### src/rtl/motor_ramp_if.sv
// Speed-command handshake between the motion controller and one motor_ramp channel.
// The controller side uses the master modport; motor_ramp uses the slave modport.
interface motor_ramp_if #(
  parameter int WL = 13
) ();
  logic signed [WL:0] i_cmd_speed;
  logic               i_cmd_valid;
  logic               o_cmd_ready;

  modport master (
    output i_cmd_speed,
    output i_cmd_valid,
    input  o_cmd_ready
  );

  modport slave (
    input  i_cmd_speed,
    input  i_cmd_valid,
    output o_cmd_ready
  );
endinterface

### src/rtl/motor_ramp.sv
// Speed-command conditioner ahead of the PWM stage: slews duty toward the commanded
// magnitude and sequences direction reversals through zero duty and a dead-time dwell.
module motor_ramp #(
  parameter int CLK_FREQ = 100000000,
  parameter int PWM_FREQ = 20000,
  parameter int WL       = $clog2(CLK_FREQ / PWM_FREQ),
  parameter int RAMP_DIV = 10000,
  parameter int STEP     = 5,
  parameter int DEADTIME = 100000
) (
  input  logic          clk,
  input  logic          reset_n,
  motor_ramp_if.slave   cmd,
  input  logic          i_brake,
  output logic [WL-1:0] o_duty_cycle,
  output logic          o_dir,
  output logic          o_at_target
);

  localparam int MAX_DUTY = CLK_FREQ / PWM_FREQ;
  localparam int PW       = (RAMP_DIV > 1) ? $clog2(RAMP_DIV) : 1;
  localparam int DW       = (DEADTIME > 1) ? $clog2(DEADTIME) : 1;

  localparam logic [WL:0]   MAX_W  = (WL+1)'(MAX_DUTY);
  localparam logic [WL:0]   STEP_W = (WL+1)'(STEP);
  localparam logic [WL:0]   ONE_W  = (WL+1)'(1);
  localparam logic [PW-1:0] TICK_W = PW'(RAMP_DIV - 1);
  localparam logic [DW-1:0] DWELL_W = DW'(DEADTIME - 1);

  typedef enum logic [1:0] {
    HOLD,
    RAMP,
    DWELL
  } state_t;

  state_t        state_q, state_d;
  logic [WL-1:0] duty_q, duty_d;
  logic          dir_q, dir_d;
  logic [WL-1:0] tgt_mag_q, tgt_mag_d;
  logic          tgt_dir_q, tgt_dir_d;
  logic [PW-1:0] presc_q, presc_d;
  logic [DW-1:0] dwell_q, dwell_d;
  logic          ready_q, ready_d;
  logic          at_target_q, at_target_d;

  logic          tick;
  logic          accept;
  logic          same_dir;
  logic          at_goal;
  logic [WL:0]   cmd_raw;
  logic [WL:0]   cmd_abs;
  logic [WL:0]   cmd_mag;
  logic [WL:0]   duty_ext;
  logic [WL:0]   tgt_ext;
  logic [WL:0]   toward_tgt;
  logic [WL:0]   toward_zero;

  assign o_duty_cycle    = duty_q;
  assign o_dir           = dir_q;
  assign o_at_target     = at_target_q;
  assign cmd.o_cmd_ready = ready_q;

  // Magnitude is taken one bit wider than the duty so the most-negative command cannot overflow.
  always_comb begin
    cmd_raw = cmd.i_cmd_speed;
    cmd_abs = cmd_raw[WL] ? (~cmd_raw + ONE_W) : cmd_raw;
    cmd_mag = (cmd_abs > MAX_W) ? MAX_W : cmd_abs;
  end

  always_comb begin
    duty_ext = {1'b0, duty_q};
    tgt_ext  = {1'b0, tgt_mag_q};

    if (duty_ext < tgt_ext) begin
      toward_tgt = ((tgt_ext - duty_ext) <= STEP_W) ? tgt_ext : (duty_ext + STEP_W);
    end else begin
      toward_tgt = ((duty_ext - tgt_ext) <= STEP_W) ? tgt_ext : (duty_ext - STEP_W);
    end

    toward_zero = (duty_ext <= STEP_W) ? '0 : (duty_ext - STEP_W);
  end

  assign tick     = (presc_q == TICK_W);
  assign accept   = cmd.i_cmd_valid && ready_q && !i_brake && (state_q != DWELL);
  assign same_dir = (dir_q == tgt_dir_q) || (tgt_mag_q == '0);
  assign at_goal  = (duty_q == tgt_mag_q) && same_dir;

  always_comb begin
    state_d   = state_q;
    duty_d    = duty_q;
    dir_d     = dir_q;
    tgt_mag_d = tgt_mag_q;
    tgt_dir_d = tgt_dir_q;
    presc_d   = tick ? '0 : (presc_q + PW'(1));
    dwell_d   = dwell_q;

    if (accept) begin
      tgt_mag_d = cmd_mag[WL-1:0];
      tgt_dir_d = cmd_raw[WL];
    end

    case (state_q)
      HOLD: begin
        if (!at_goal) begin
          state_d = RAMP;
        end
      end

      RAMP: begin
        if (same_dir) begin
          if (duty_q == tgt_mag_q) begin
            state_d = HOLD;
          end else if (tick) begin
            duty_d = toward_tgt[WL-1:0];
            if (toward_tgt == tgt_ext) begin
              state_d = HOLD;
            end
          end
        end else if (tick) begin
          // A reversal only commits to the dwell once a tick finds the bridge at zero duty.
          if (duty_q == '0) begin
            state_d = DWELL;
            dwell_d = DWELL_W;
          end else begin
            duty_d = toward_zero[WL-1:0];
          end
        end
      end

      DWELL: begin
        duty_d = '0;
        if (dwell_q == '0) begin
          dir_d   = tgt_dir_q;
          state_d = RAMP;
        end else begin
          dwell_d = dwell_q - DW'(1);
        end
      end

      default: begin
        state_d = HOLD;
      end
    endcase

    // Brake overrides everything except the direction pin, which stays where it was.
    if (i_brake) begin
      duty_d    = '0;
      tgt_mag_d = '0;
      state_d   = HOLD;
      presc_d   = '0;
      dwell_d   = '0;
    end

    ready_d     = !i_brake && (state_d != DWELL);
    at_target_d = (state_d == HOLD) && (duty_d == tgt_mag_d) &&
                  ((tgt_mag_d == '0) || (dir_d == tgt_dir_d));
  end

  always_ff @(posedge clk or negedge reset_n) begin
    if (!reset_n) begin
      state_q     <= HOLD;
      duty_q      <= '0;
      dir_q       <= 1'b0;
      tgt_mag_q   <= '0;
      tgt_dir_q   <= 1'b0;
      presc_q     <= '0;
      dwell_q     <= '0;
      ready_q     <= 1'b1;
      at_target_q <= 1'b1;
    end else begin
      state_q     <= state_d;
      duty_q      <= duty_d;
      dir_q       <= dir_d;
      tgt_mag_q   <= tgt_mag_d;
      tgt_dir_q   <= tgt_dir_d;
      presc_q     <= presc_d;
      dwell_q     <= dwell_d;
      ready_q     <= ready_d;
      at_target_q <= at_target_d;
    end
  end

endmodule
### src/flat_wrapper.sv
// flat-port wrapper written by rule: the top's interface ports become plain ports
module motor_ramp_flat 
#(
  parameter int CLK_FREQ = 100000000,
  parameter int PWM_FREQ = 20000,
  parameter int WL       = $clog2(CLK_FREQ / PWM_FREQ),
  parameter int RAMP_DIV = 10000,
  parameter int STEP     = 5,
  parameter int DEADTIME = 100000
)
  (clk, reset_n, i_brake, o_duty_cycle, o_dir, o_at_target, cmd_i_cmd_speed, cmd_i_cmd_valid, cmd_o_cmd_ready);
  motor_ramp_if #(.WL(WL)) cmd_i ();
  input  logic clk;
  input  logic reset_n;
  input  logic i_brake;
  output logic [WL-1:0] o_duty_cycle;
  output logic o_dir;
  output logic o_at_target;
  input wire logic [$bits(cmd_i.i_cmd_speed)-1:0] cmd_i_cmd_speed;
  input wire logic [$bits(cmd_i.i_cmd_valid)-1:0] cmd_i_cmd_valid;
  output wire logic [$bits(cmd_i.o_cmd_ready)-1:0] cmd_o_cmd_ready;
  assign cmd_i.i_cmd_speed = cmd_i_cmd_speed;
  assign cmd_i.i_cmd_valid = cmd_i_cmd_valid;
  assign cmd_o_cmd_ready = cmd_i.o_cmd_ready;
  motor_ramp #(.CLK_FREQ(CLK_FREQ), .PWM_FREQ(PWM_FREQ), .WL(WL), .RAMP_DIV(RAMP_DIV), .STEP(STEP), .DEADTIME(DEADTIME)) u_core (.clk(clk), .reset_n(reset_n), .cmd(cmd_i), .i_brake(i_brake), .o_duty_cycle(o_duty_cycle), .o_dir(o_dir), .o_at_target(o_at_target));
endmodule
### config.mk
export PLATFORM = sky130hd
export DESIGN_NAME = motor_ramp_flat
export DESIGN_NICKNAME = d
export VERILOG_FILES = /design/src/rtl/motor_ramp_if.sv /design/src/rtl/motor_ramp.sv /design/src/flat_wrapper.sv
export SDC_FILE = /design/constraint.sdc
export NUM_CORES = 1
export LEC_CHECK = 0
export ABC_CLOCK_PERIOD_IN_PS = 9200
export CAP_MARGIN = 30
export CORE_MARGIN = 10
export CORE_UTILIZATION = 65
export CTS_BUF_LIST = sky130_fd_sc_hd__clkbuf_4 sky130_fd_sc_hd__clkbuf_8
export DETAILED_ROUTE_END_ITERATION = 7
export PLACE_DENSITY = 0.82
export SLEW_MARGIN = 25
export SYNTH_ARGS = -nofsm -noshare
export SYNTH_HDL_FRONTEND = slang
export SYNTH_SLANG_ARGS = --single-unit
### constraint.sdc
create_clock -name clk -period 9.2 [get_ports clk]
set_clock_uncertainty 0.15 [all_clocks]
set_input_delay 0.92 -clock clk [delete_from_list [all_inputs] [get_ports clk]]
set_output_delay 0.92 -clock clk [all_outputs]
set_load 0.005 [all_outputs]
### After elaboration in Yosys (flattened, before gate mapping)

Index checks and enable logic that the tools add are counted.

| storage, ports and cells | value |
|---|---|
| register bits after elaboration | 63 |
| RAM bits | 0 |
| memories kept | 0 |
| word-level logic and storage cells | 90 |
| bits in read-only memories | 0 |
| bits in latches | 0 |

| cells by class | value |
|---|---|
| multiply operators | 0 |
| order comparisons | 5 |
| equality and inequality tests | 14 |
| muxes and demuxes | 36 |
| shift operators | 0 |
| div/mod/pow operators | 0 |
| reductions and logical operators | 18 |
| bitwise logic cells | 1 |
| add/subtract/negate cells | 7 |

Operators with widths:

| cell | count |
|---|---|
| two-way mux 13 bit | 10 |
| two-way mux 17 bit | 5 |
| two-way mux 14 bit | 6 |
| zero test 13 bit | 3 |
| case mux 17 bit (2 select lines) | 1 |
| adder 14 x 1 -> 14 bit (second input constant) | 2 |
| <= comparator 14 x 3 -> 1 bit (second input constant) | 2 |
| subtractor 13 x 13 -> 14 bit | 2 |
| equality test 13 bit | 2 |
| case mux 13 bit (2 select lines) | 1 |
| two-way mux 2 bit | 9 |
| zero test 17 bit | 1 |
| subtractor 17 x 1 -> 17 bit (second input constant) | 1 |
| adder 13 x 3 -> 14 bit (second input constant) | 1 |
| equality test 14 x 13 -> 1 bit | 1 |
| equality test 14 bit (second input constant) | 1 |
| > comparator 14 x 13 -> 1 bit (second input constant) | 1 |
| inverter 14 bit | 1 |
| subtractor 13 x 3 -> 14 bit (second input constant) | 1 |
| <= comparator 13 x 3 -> 1 bit (second input constant) | 1 |
| less-than comparator 13 bit | 1 |
| logical AND 1 bit | 7 |
| != test 3 x 2 -> 1 bit (second input constant) | 2 |
| != test 3 bit (second input constant) | 2 |
| other kinds (11) | 17 |

### Logic depth before layout (Yosys ltp)

| depth | value |
|---|---|
| depth in word-level cells | 14 |
| depth in mapped cells | 17 |
| mapped depth without buffers | 16 |

### Worst setup path after synthesis

No wires, ideal clock.

| path | value |
|---|---|
| path type | register to register |
| from | reg u_core.duty_q[12], in the netlist u_core.o_duty_cycle[12] |
| to | reg u_core.at_target_q, in the netlist u_core.o_at_target |
| setup time | 105 ps |
| stages on the path, launching flop included | 17 |
| slack | 4566 ps |
| data arrival time | 4379 ps |
| cells stage by stage | dfrtp_1 > clkbuf_1 > inv_1 > ha_1 > clkbuf_1 > nand4_1 > nor4_1 > nand2b_1 > buf_2 > a21oi_4 > o211ai_1 > mux2_2 > or4_1 > a211o_1 > nor4_2 > nand4_1 > a2111oi_2 |

| between the ends | value |
|---|---|
| cells in the longest elaborated chain, start to end | 14 |

Ends and longest elaborated chain:

| item | RTL line | source |
|---|---|---|
| start, declared | motor_ramp.sv:37 | `logic [WL-1:0] duty_q, duty_d;` |
| start signal, assigned | motor_ramp.sv:172 | `duty_q <= duty_d;` |
| subtractor 13 x 13 -> 14 bit, on equally long branches | motor_ramp.sv:77, motor_ramp.sv:75 |  |
| <= comparator 14 x 3 -> 1 bit, on equally long branches | motor_ramp.sv:77, motor_ramp.sv:75 |  |
| two-way mux 14 bit, on equally long branches | motor_ramp.sv:77, motor_ramp.sv:75 |  |
| two-way mux 14 bit | motor_ramp.sv:74 | `if (duty_ext < tgt_ext) begin` |
| equality test 14 x 13 -> 1 bit | motor_ramp.sv:115 | `if (toward_tgt == tgt_ext) begin` |
| two-way mux 2 bit | motor_ramp.sv:115 |  |
| two-way mux 2 bit | motor_ramp.sv:113 | `end else if (tick) begin` |
| two-way mux 2 bit | motor_ramp.sv:111 | `if (duty_q == tgt_mag_q) begin` |
| two-way mux 2 bit | motor_ramp.sv:110 | `if (same_dir) begin` |
| case mux 2 bit (3 select lines) | motor_ramp.sv:102 | `case (state_q)` |
| two-way mux 2 bit | motor_ramp.sv:146 | `if (i_brake) begin` |
| zero test 2 bit | motor_ramp.sv:155 | `at_target_d = (state_d == HOLD) && (duty_d == tgt_mag_d) &&` |
| logical AND 1 bit (*) (2 in a row) | motor_ramp.sv:155 |  |
| via u_core.at_target_d | motor_ramp.sv:44 | `logic at_target_q, at_target_d;` |
| end signal, assigned | motor_ramp.sv:179 | `at_target_q <= at_target_d;` |
| end, declared | motor_ramp.sv:44 |  |

The timed path passes the listed nets; every way through them passes the cells marked *.
A chain may end at the register's enable or synchronous reset.

### Worst setup path after layout

| path | value |
|---|---|
| from | reg u_core.duty_q[8], in the netlist u_core.o_duty_cycle[8] |
| to | reg u_core.at_target_q, in the netlist u_core.o_at_target |

The elaborated chain is that of the path after synthesis.

==> out/results.ini <==
[critical_path]
worst_setup_path_start_kind=register
worst-path-buf-inv=2
critPathKind=reg2reg
cp_cell_sequence=inv_1, ha_1, nand4_1, nor4_1, buf_4, nand2b_1, a21oi_4, o211ai_1, mux2_2, or4_1, a211o_1, nor4_2, nand4_1, a2111oi_2
cpLargestDelayFamily=simple AND/OR/NAND/NOR gates
worstPathArrival_ns=5.67
cpMostUsedCell=nand4_1
critPathMaxFanout=15
worstPathRequired_ns=9.31
critPathMaxStageDelay_ns=0.70
worst_setup_path_end_kind=register
crit_path_top_delay_cell=dfrtp_1

[layout]
count_of_non_filler_cells_in_the_finished_layout=1087
layout.nets=998
antenna-diode-count=0
final.fill_count=865
layout.core_utilization_pct=71.4
layout_cell_share_with_drive_strength_beyond_1_pct=7.18
final_cell_area_mm2=0.00771
layout_stage_area_growth_over_the_synthesis_result_pct=7.71

[timing]
timing_worst_slew_pin_value_ns=0.855
finalHoldViolCount=0
finalCriticalPeriod_ns=5.56
final-max-slew-violation-count=0
final.setup.tns_ns=0
number_of_setup_violations_in_the_final_report=0
hold_ws_ns=0.330
finalCritPeriodShare_pct=60.5
fmax_ghz=0.180
slew_headroom_pct=42.6
worst_slack_ns=3.64
grt_setup_unrepaired=false

[routing]
drc=0
number_of_vias_after_detailed_routing=7875
wl_per_cell_um=22.9
postRouteWirelength_um=24800
final_antenna_net_count=0
drtIter0Drc=1263
via_per_inst=7.24
detailedRoute.firstPassIterationCount=7

[power]
report.power.total_mw=1.54
sequentialPowerShare_pct=21.9
share_comb_of_total_power_pct=62.3
worst_case_vdd_ir_drop_uv=131
switching_power_of_the_nets_mw=0.782
internal_power_mw=0.761
p_leak_nw=3.10
clock_group_share_of_total_power_pct=15.8
power.share.switching_pct=50.7
power.density_cell_area_mw_per_mm2=200

[logic_synthesis]
postSynthCellCount=935
syn-cell-area_mm2=0.00716
mappedNetlistNets=991
post_synth_num_cell_types=99
yosys_warnings=0
yosys_register_bits=63
ys_dominant_reg_cell=dfrtp_1
synth_enable_flop_cells=0
synth_async_sr_flop_share_pct=100
seq_area_frac_synth_pct=22.1
syn_avg_cell_area_um2=7.66

[global_routing]
grt_antenna_before_repair=0
grt_remaining_overflow=0
grt_usage_pct=29.9
first_pass_grt_wire_length_um=39000
first_global_vias=7315
maximum_number_of_pins_on_one_net_before_global_route_repair=64

[placed_design]
gp_routability_congestion=1.12
detailedPlacementHpwl_um=19000
dpl_cell_area_mm2=0.00751
io_buffers=33
place_worst_setup_slack_ns=3.89
cell_count_after_placement=1071

[floorplan]
floorplan.core_area_mm2=0.0108
floorplan.die_area_mm2=0.0156
fp.dieH_um=125
starting_density_pct=66.3
rows=38
num_io_pins=34
fp.dieW_um=125

[clocking]
postCtsSetupBuffers=0
clock_latency_ns=0.36
clk_pin_slew_ns=0.07
cts-root-buf=clkbuf_8
clock_tree_from_tritoncts=yes
clock-sinks=63
cts-buffers-inserted=9
cts_resized=0
htreeDepth=3
cts-hold-fix-buffers=0
cts_buffer_depth=2

[worst_hold_path]
hp-class=reg2reg

[outcome]
outcome=finished clean

[flow_run]
max-cap-violations=0

==> synth_stat cells (9+ instances only) <==
master | instances | share of area (%)
nor2b_1 | 9 | 0.79
xnor2_1 | 53 | 6.5
nor3_1 | 38 | 2.7
and2_1 | 9 | 0.79
o21ai_0 | 71 | 5.0
a21oi_1 | 65 | 4.5
nand3_1 | 33 | 2.3
nor2_1 | 75 | 3.9
or3_1 | 16 | 1.4
xor2_1 | 18 | 2.2
and3_1 | 14 | 1.2
dfrtp_1 | 61 | 21
nand2_1 | 91 | 4.8
nor4_1 | 12 | 1.0
nand4_1 | 25 | 2.2
ha_1 | 36 | 6.3
clkbuf_1 | 31 | 1.6
inv_1 | 52 | 2.7
==> power groups by stage <==
stage | registers [mW] | clock network, mW | logic [mW]
after CTS | 0.334 | 0.246 | 0.917
after global routing | 0.339 | 0.260 | 1.02
after floorplan | 0.316 | 0 | 0.677
after global placement | 0.338 | 0 | 0.906
after detailed placement | 0.339 | 0 | 0.910
final | 0.338 | 0.244 | 0.961
==> final timing paths <==
| path | from | end | slack (ns) | cells after the start |
|---|---|---|---|---|
| min reg2reg | u_core.presc_q[0] | u_core.presc_q[0] | 0.33 | 1 |
| max in group asynchronous | reset_n | u_core.presc_q[6] | 7.75 | 2 |
| max | u_core.o_duty_cycle[8] | u_core.o_at_target | 3.64 | 14 |
| min in group asynchronous | reset_n | u_core.o_duty_cycle[0] | 0.57 | 2 |
| min | u_core.presc_q[0] | u_core.presc_q[0] | 0.33 | 1 |
| max reg2reg | u_core.o_duty_cycle[8] | u_core.o_at_target | 3.64 | 14 |
==> layout by cell type, fill, tap and decap left out, types with 6 or more instances in the layout <==
cell type	instances
a31oi_1	7
nor3_1	38
a211oi_1	8
a21o_1	8
and3_1	14
a22oi_1	6
or4_1	8
o21ai_0	71
a21oi_1	65
nand3_1	33
nand2b_1	8
nand2_1	91
nor2_1	75
dfrtp_1	61
xor2_1	18
xnor2_1	53
nor2b_1	9
clkdlybuf4s50_1	32
o31ai_1	6
nor4_1	11
mux2i_1	7
ha_1	36
and2_1	9
o221ai_1	6
or3_1	16
o21a_1	8
inv_1	52
clkbuf_8	9
a311oi_1	8
nand4_1	25
==> logic make-up (layout without fill, tap and decap cells) <==
group	Yosys count	in the layout	synth area share, %
xor gates and xnor gates	72	72	8.91
DFF	63	63	22.1
AOI/OAI and AO/OA	282	282	28.3
buffers and inverters	97	109	5.47
adders and majority gates	38	38	6.85
and+or+nand+nor	373	373	27.0
muxes	10	10	1.45
==> cell type report <==
class	count	area, um^2	area share [%]
Multi-Input combinational cell	775	5190	67.4
Clock buffer	10	131	1.70
Timing Repair Buffer	38	363	4.71
Clock inverter	6	61.3	0.795
Sequential cell	63	1580	20.5
Tap cell	140	175	2.27
Inverter	55	206	2.68
==> registers in the layout, indices dropped and copies added, names as in the netlist <==
signal	flops
u_core.cmd.o_cmd_ready	1
u_core.dwell_q	17
u_core.o_at_target	1
u_core.o_dir	1
u_core.o_duty_cycle	13
u_core.presc_q	14
u_core.state_q	2
u_core.tgt_dir_q	1
u_core.tgt_mag_q	13
==> metal layers <==
layer	track usage [%]	share of wire (%)	wire length, um
met1	37.5	38	9460
met2	45.3	43	10600
met3	6.55	11	2810
met4	20.3	7.8	1940
met5	0	0	0
Power figures use the tool's default switching activity.
